**config.mk**
```make
export PLATFORM = sky130hd
export DESIGN_NAME = vga_timing
export DESIGN_NICKNAME = d
export VERILOG_FILES = /design/src/rtl/vga_pkg.sv /design/src/rtl/vga_timing.sv
export SDC_FILE = /design/constraint.sdc
export NUM_CORES = 1
export LEC_CHECK = 0
export BUFFER_PORTS_ARGS = -buffer_cell sky130_fd_sc_hd__buf_2
export CORE_ASPECT_RATIO = 1.25
export CORE_MARGIN = 1
export CORE_UTILIZATION = 60
export CTS_BUF_LIST = sky130_fd_sc_hd__clkbuf_8
export DETAILED_ROUTE_END_ITERATION = 12
export PLACE_DENSITY = 0.85
export REMOVE_ABC_BUFFERS = 1
export SETUP_SLACK_MARGIN = 0.1
export SLEW_MARGIN = 20
export SYNTH_ARGS = -nofsm -noshare
export SYNTH_HDL_FRONTEND = slang
export SYNTH_SLANG_ARGS = --single-unit
```
**constraint.sdc**
```tcl
create_clock -name clk -period 4.3 [get_ports clk]
set_input_delay 0.43 -clock clk [delete_from_list [all_inputs] [get_ports clk]]
set_output_delay 0.43 -clock clk [all_outputs]
set_load 0.01 [all_outputs]
```
**src/rtl/vga_pkg.sv**
```systemverilog
// -----------------------------------------------------------------------------
// vga_pkg -- shared VGA timing definitions.
//
// Holds the default 800x600 @ 60 Hz timing (40 MHz pixel clock), the counter
// type, and the timing bundle handed to downstream draw stages. vga_timing
// takes its parameter defaults from the constants below, so a different video
// mode is selected either here or by overriding the module parameters.
//
// Timing constants must satisfy ACTIVE < SYNC_START < SYNC_END <= TOTAL <= 2048
// on each axis. Counters are 11-bit unsigned.
// -----------------------------------------------------------------------------
package vga_pkg;

  // Counter width: 11 bits covers totals up to 2048.
  localparam int unsigned VGA_CNT_W = 11;

  // Horizontal timing, in pixel clocks.
  localparam int unsigned VGA_HOR_TOTAL      = 1056;
  localparam int unsigned VGA_HOR_ACTIVE     = 800;
  localparam int unsigned VGA_HOR_SYNC_START = 840;
  localparam int unsigned VGA_HOR_SYNC_END   = 968;

  // Vertical timing, in lines.
  localparam int unsigned VGA_VER_TOTAL      = 628;
  localparam int unsigned VGA_VER_ACTIVE     = 600;
  localparam int unsigned VGA_VER_SYNC_START = 601;
  localparam int unsigned VGA_VER_SYNC_END   = 605;

  // Width of the completed-frame counter.
  localparam int unsigned VGA_FRAME_W = 16;

  typedef logic [VGA_CNT_W-1:0]   vga_cnt_t;
  typedef logic [VGA_FRAME_W-1:0] vga_frame_t;

  // Per-pixel timing bundle for draw stages: position plus sync/blank flags,
  // all aligned to the same pixel.
  typedef struct packed {
    vga_cnt_t hcount;
    vga_cnt_t vcount;
    logic     hsync;
    logic     vsync;
    logic     hblnk;
    logic     vblnk;
  } vga_tim_t;

  // True when lo <= cnt < hi. The comparison is done at 32 bits so that an
  // upper bound of 2048 (one past the largest 11-bit count) still works.
  function automatic logic vga_in_window(input vga_cnt_t    cnt,
                                         input int unsigned lo,
                                         input int unsigned hi);
    return (32'(cnt) >= lo) && (32'(cnt) < hi);
  endfunction

  // True when cnt >= lo, evaluated at 32 bits.
  function automatic logic vga_at_or_above(input vga_cnt_t    cnt,
                                           input int unsigned lo);
    return 32'(cnt) >= lo;
  endfunction

  // Largest count value for a given total (the wrap point).
  function automatic vga_cnt_t vga_last(input int unsigned total);
    return vga_cnt_t'(total - 1);
  endfunction

endpackage : vga_pkg

```
**src/rtl/vga_timing.sv**
```systemverilog
// -----------------------------------------------------------------------------
// vga_timing -- VGA raster counter and sync/blank generator.
//
// A horizontal pixel counter and a vertical line counter walk the raster.
// Every output is a flop loaded from a decode of the *next* counter values,
// so sync, blank and sof always describe the hcount/vcount shown in the same
// cycle (zero relative latency, no output glitches).
//
// Ports
//   clk        in   1   pixel clock (40 MHz nominal)
//   rst_n      in   1   asynchronous active-low reset; clears every output
//   en         in   1   count enable; low freezes all state and holds sof at 0
//   hcount     out  11  horizontal pixel index, 0 .. HOR_TOTAL-1
//   vcount     out  11  vertical line index,    0 .. VER_TOTAL-1
//   hsync      out  1   high while HOR_SYNC_START <= hcount < HOR_SYNC_END
//   vsync      out  1   high while VER_SYNC_START <= vcount < VER_SYNC_END
//   hblnk      out  1   high while hcount >= HOR_ACTIVE
//   vblnk      out  1   high while vcount >= VER_ACTIVE
//   sof        out  1   one-cycle strobe on the pixel (0,0) reached by a wrap
//   frame_cnt  out  16  completed frames, modulo 2^16
//
// Reset leaves the raster at (0,0) with sof low: the frame that starts after
// reset has not followed a wrap, so it is not flagged. The first enabled edge
// after release therefore shows hcount=1, vcount=0.
// -----------------------------------------------------------------------------
module vga_timing
  import vga_pkg::*;
#(
  parameter int unsigned HOR_TOTAL      = VGA_HOR_TOTAL,
  parameter int unsigned HOR_ACTIVE     = VGA_HOR_ACTIVE,
  parameter int unsigned HOR_SYNC_START = VGA_HOR_SYNC_START,
  parameter int unsigned HOR_SYNC_END   = VGA_HOR_SYNC_END,
  parameter int unsigned VER_TOTAL      = VGA_VER_TOTAL,
  parameter int unsigned VER_ACTIVE     = VGA_VER_ACTIVE,
  parameter int unsigned VER_SYNC_START = VGA_VER_SYNC_START,
  parameter int unsigned VER_SYNC_END   = VGA_VER_SYNC_END
) (
  input  logic        clk,
  input  logic        rst_n,
  input  logic        en,
  output logic [10:0] hcount,
  output logic [10:0] vcount,
  output logic        hsync,
  output logic        vsync,
  output logic        hblnk,
  output logic        vblnk,
  output logic        sof,
  output logic [15:0] frame_cnt
);

  // Wrap points of the two counters.
  localparam vga_cnt_t H_LAST = vga_last(HOR_TOTAL);
  localparam vga_cnt_t V_LAST = vga_last(VER_TOTAL);

  // Registered timing bundle (counters + sync/blank), strobe and frame count.
  vga_tim_t   tim_q,       tim_d;
  logic       sof_q,       sof_d;
  vga_frame_t frame_cnt_q, frame_cnt_d;

  // End-of-line and end-of-frame, taken from the current counter values.
  logic h_wrap;
  logic v_wrap;

  assign h_wrap = (tim_q.hcount == H_LAST);
  assign v_wrap = h_wrap && (tim_q.vcount == V_LAST);

  // ---------------------------------------------------------------------------
  // Next-state logic: advance the counters, then decode the flags from the
  // advanced values so the registered flags line up with the registered
  // counters.
  // ---------------------------------------------------------------------------
  always_comb begin
    // NOTE: every signal assigned in this block gets a default first, so no
    // path leaves one unassigned and no latch is inferred.
    tim_d       = tim_q;
    frame_cnt_d = frame_cnt_q;
    sof_d       = 1'b0;

    if (en) begin
      tim_d.hcount = h_wrap ? '0 : tim_q.hcount + vga_cnt_t'(1);

      // Lines advance only at the end of a line; the frame ends when both
      // counters sit at their maximum on the same edge.
      if (h_wrap) begin
        tim_d.vcount = v_wrap ? '0 : tim_q.vcount + vga_cnt_t'(1);
      end

      // The wrap edge lands on pixel (0,0) of the new frame, so the strobe
      // is raised here and shows up with that pixel. A frozen cycle keeps
      // the default of 0, so the strobe lasts one enabled cycle only.
      if (v_wrap) begin
        frame_cnt_d = frame_cnt_q + vga_frame_t'(1);
        sof_d       = 1'b1;
      end
    end

    // Decode from the next-state counters. With en low the counters hold,
    // so these recompute to the values already registered.
    tim_d.hsync = vga_in_window(tim_d.hcount, HOR_SYNC_START, HOR_SYNC_END);
    tim_d.vsync = vga_in_window(tim_d.vcount, VER_SYNC_START, VER_SYNC_END);
    tim_d.hblnk = vga_at_or_above(tim_d.hcount, HOR_ACTIVE);
    tim_d.vblnk = vga_at_or_above(tim_d.vcount, VER_ACTIVE);
  end

  // ---------------------------------------------------------------------------
  // State registers. Reset clears everything asynchronously; (0,0) decodes to
  // all-flags-low for any legal timing, so the cleared flags are consistent
  // with the cleared counters.
  // ---------------------------------------------------------------------------
  always_ff @(posedge clk or negedge rst_n) begin
    if (!rst_n) begin
      tim_q       <= '0;
      sof_q       <= 1'b0;
      frame_cnt_q <= '0;
    end else begin
      // NOTE: sequential state uses non-blocking assignments so every flop
      // samples its pre-edge inputs regardless of statement order.
      tim_q       <= tim_d;
      sof_q       <= sof_d;
      frame_cnt_q <= frame_cnt_d;
    end
  end

  // ---------------------------------------------------------------------------
  // Outputs come straight from the flops.
  // ---------------------------------------------------------------------------
  assign hcount    = tim_q.hcount;
  assign vcount    = tim_q.vcount;
  assign hsync     = tim_q.hsync;
  assign vsync     = tim_q.vsync;
  assign hblnk     = tim_q.hblnk;
  assign vblnk     = tim_q.vblnk;
  assign sof       = sof_q;
  assign frame_cnt = frame_cnt_q;

endmodule : vga_timing

```
## Yosys cells after proc, flatten, opt, wreduce, memory -nomap -nowiden

Cells that the tools add are included.

| operators by class | value |
|---|---|
| $add $sub $neg | 3 |
| reduce and logical (&&, ||, !) cells | 4 |
| muxes and demuxes | 6 |
| magnitude comparators | 6 |
| equality and inequality tests | 2 |

Operators by type and width:

| operator | number |
|---|---|
| $ge 11x10->1 const B | 4 |
| $mux 11 | 3 |
| $add 11x1->11 const B | 2 |
| $lt 11x10->1 const B | 2 |
| $mux 22 | 1 |
| $add 16x1->16 const B | 1 |
| $eq 11x10->1 const B | 1 |
| $eq 11x11->1 const B | 1 |
| $logic_and 1x1->1 | 3 |
| $mux 1 | 2 |
| $reduce_and 2->1 | 1 |

| word-level totals | value |
|---|---|
| logic and storage cells | 29 |
| output and inout bits | 43 |
| flip-flop bits (word level) | 43 |
| input port bits | 3 |

## Depth between registers and ports, before layout

| depth | value |
|---|---|
| depth after elaboration | 7 |
| depth in mapped cells | 9 |
| depth with buffers taken out | 7 |

## Least setup slack after synthesis

Ideal clock, no wire load.

| timing path | value |
|---|---|
| path type | register -> register |
| start | reg tim_q, in the netlist vcount[1] |
| end | reg tim_q, in the netlist vsync |
| library setup time | 0.096 ns |
| arrival | 2.095 ns |
| stages on the path, launching flop included | 9 |
| setup slack | 2.110 ns |
| clock period less this slack | 2.190 ns |
| path buffers | 1 |
| required time | 4.204 ns |
| cells stage by stage | dfrtp_1 -> ha_1 -> and4bb_1 -> and4b_4 -> buf_6 -> o211ai_1 -> nand2_1 -> or4_1 -> nor4_2 |

RTL lines:

| what | RTL line | RTL |
|---|---|---|
| start: declaration | vga_timing.sv:56 | `vga_tim_t tim_q, tim_d;` |
| start signal: assignment | vga_timing.sv:118 | `tim_q <= tim_d;` |

==> run summary <==
==============================================================================
Result of the run                                                 complete, but fails checks
Violated checks                                                            DRC
Area occupied by registers                                          1080 sq um
Power density normalized to cell area                              380 nW/um^2
Post-layout instance count excluding filler cells                          300
Initial antenna violation count                                              0
Final worst setup slack                                                1960 ps
Class of the most critical setup path                                  reg2reg
Largest net degree at the start of global routing                           44
Clock skew                                                             7.53 ps
Count of flip-flops with a built-in enable after synthesis                   0
Final HPWL from detailed placement                                     3.22 mm
Number of setup violations in the final report                               0
Effective utilization at floorplan                                       64.2%
Number of sinks handled by clock tree synthesis                             43
Clk Tree Root Cell                                                    clkbuf_8
Largest vdd supply drop                                             0.000283 V
Initial drt markers                                                         93
Count of input and output buffers                                           45
Core Rows                                                                   24
Fillers                                                                    255
Area enclosed by the die boundary                                   4040 sq um
Busiest layer in global routing                                           met2
Clock latency reported for the late side of the worst-skew pair         290 ps
Area share of the largest cell type after synthesis                      47.3%
H-tree depth reported by CTS                                                 2
Leading post-synthesis cells by instance count                    dfrtp_1 (43), nand2_1 (24), xnor2_1 (22), nand4_1 (14), nor2_1 (14)
Maximum frequency from static timing analysis                          427 MHz
Average footprint of a synthesized cell                             10.4 sq um
Total of cells resized after clock tree synthesis                            0
Largest area contributor in the netlist                                dfrtp_1
Die span in y                                                          70.8 um
Fraction of the cycle the final worst path needs                         54.5%
First-pass DRT Iterations                                                    8
Clock transition at the registers of the reported paths                  80 ps
Gate Count Post-Synth                                                      219
CTS Buf Count                                                                5
Proportion of layout cells with a drive suffix above 1                   25.7%
Hold_buf cts                                                                 0
Number of hold-slack violations in the final timing report                   0
Number of routed nets with antenna violations                                0
Primary FF master, synth                                               dfrtp_1
Post-synthesis to final-layout area growth                               14.9%
CP endpoint kind                                                          flop
Met1 Track Usage GR                                                      29.1%
Core region area                                                    3540 sq um
Async set or reset register ratio after synthesis                         100%
Net total in the final layout                                              266
Worst-Margin Slew                                                       921 ps
Routed via count                                                         1,756
Die X-Extent                                                           57.1 um
Critical path data arrival time                                        2540 ps
Count of unresolved DRC violations after routing                            11
Num ports                                                                   46
Crit path max fanout                                                        10
Vias/cell                                                                 5.85
Worst path required time                                               4490 ps
Total placed cells including tap cells                                     292
Antenna diode instance count                                                 0
Pre-CTS setup slack                                                    2010 ps
Max Slew Vio Count                                                           0
Residual overflow from global routing                                        0
Count of max-cap constraint violations                                       0
Startpoint Class                                                          flop
Area of the mapped netlist                                          2270 sq um
Worst hold-check path type                                            in2async
Leading cell types by total area after synthesis                  dfrtp_1 (47%), xnor2_1 (8.5%), nand2_1 (4.0%)
GPL Wtd Cong                                                             0.954
Warnings, synthesis                                                          0
Top-count cell post-synth                                              dfrtp_1
FF+latch count, synth                                                       43
Sequential share of the synthesized area                                 47.3%
Area used by multi-input combinational logic                        1100 sq um
Standby leakage power                                                  1.39 nW
Average detailed-routed wire length per instance                       14.7 um
Count of buffers added by post-CTS timing repair for setup                   0
M2 GR Usage                                                              43.7%
Headroom to the max-slew limit                                           38.6%
Yosys cell types                                                            49
Met3 demand-to-capacity share in global routing                          3.66%
Unrepaired setup endpoints after global routing                             no
Total Routed Length                                                    4.41 mm
Setup_tns                                                                 0 ps
Final critical path time including I/O delays and setup                2340 ps
CTS max path bufs                                                            2
TritonCTS clock tree                                                     built
Number of global-route vias before repair                                1,733
Overall Global Routing Usage                                             24.6%
First-pass GRT wire length                                             7.74 mm
==============================================================================
per-layer routing:
| layer | part of all wire, % | up-vias |
|---|---|---|
| met1 | 43 | 841 |
| met5 | 0 | - |
| met4 | 1.5 | 0 |
| met3 | 4.1 | 8 |
| li1 | - | 854 |
| met2 | 52 | 53 |
sequential cells by signal, indices dropped and copies added, names as in the netlist:
signal	cells
vblnk	1
hcount	11
frame_cnt	16
vcount	11
hsync	1
hblnk	1
vsync	1
sof	1
critical path, cell delays in order, from the launching register on:
cell and delay [ps]:
dfrtp_1 500, ha_1 290, and3_1 220, and2_1 220
nand4_1 140, xnor2_1 180, or4_1 540, nor4_2 160
cell usage in the layout, fill, tap and decap left out, types with 2 or more instances in the layout:
master | netlist | routed
xnor2_1 | 22 | 22
nand3_1 | 7 | 7
o211ai_1 | 3 | 3
and4bb_1 | 2 | 2
dfrtp_1 | 43 | 43
nand4_1 | 14 | 14
and4_1 | 2 | 2
mux2_2 | 3 | 3
o31ai_1 | 4 | 4
nor2_1 | 14 | 14
bufinv_16 | 0 | 2
and2_2 | 2 | 2
nor3_1 | 4 | 4
nand2_1 | 24 | 24
ha_1 | 3 | 3
a21oi_1 | 2 | 2
o21ai_0 | 4 | 4
buf_2 | 4 | 45
and2_1 | 2 | 2
a21o_1 | 3 | 3
xor2_1 | 10 | 10
and3_1 | 10 | 10
inv_1 | 6 | 6
clkbuf_8 | 0 | 5
layout make-up:
class / count / share of cell area, %
Multi-Input combinational cell: 159 / 42.2
Sequential cell: 43 / 41.2
Timing Repair Buffer: 45 / 8.62
Tap cell: 39 / 1.87
Inverter: 6 / 0.862
Clock buffer: 5 / 2.63
Clock inverter: 3 / 2.59
logic make-up (layout without fill, tap and decap cells):
group	count (synthesis)	after routing	synth area share (%)
compound gates	27	27	8.75
xor+xnor	32	32	12.3
fa+ha+maj	3	3	1.65
buf+inv	17	59	4.18
flops	43	43	47.3
mux	4	4	1.93
simple gates	93	93	23.9
per-stage QoR:
| stage | utilization [%] | area, sq um | total power (W) | hold WS [ps] |
|---|---|---|---|---|
| 2_1_floorplan | - | 2200 | 0.000575 | 134 |
| 3_3_place_gp | 69.9 | 2480 | 0.000629 | 457 |
| 3_5_place_dp | 69.9 | 2480 | 0.000632 | 470 |
| 4_1_cts | 73.7 | 2610 | 0.00100 | 303 |
| 5_1_grt | 73.7 | 2610 | 0.00104 | 345 |
| 6_report | 73.7 | 2610 | 0.000994 | 267 |
power breakdown:
| part | leakage, nW | switching [W] | internal, W |
|---|---|---|---|
| registers | 0.590 | 0.0000587 | 0.000434 |
| clock network | 0.0644 | 0.000136 | 0.000231 |
| logic | 0.735 | 0.0000711 | 0.0000626 |
| total | 1.39 | 0.000266 | 0.000728 |
worst paths after layout:
kind | cells past startpoint | to | startpoint | slack, ps
max in group asynchronous | 1 | frame_cnt[15] | rst_n | 3460
min in group clk | 2 | hcount[1] | en | 410
worst min-delay path | 1 | frame_cnt[4] | rst_n | 270
worst max-delay path | 7 | vsync | vcount[0] | 1960
worst max register to register | 7 | vsync | vcount[0] | 1960
worst min register to register | 1 | frame_cnt[15] | frame_cnt[15] | 480
Power figures use the tool's default switching activity.
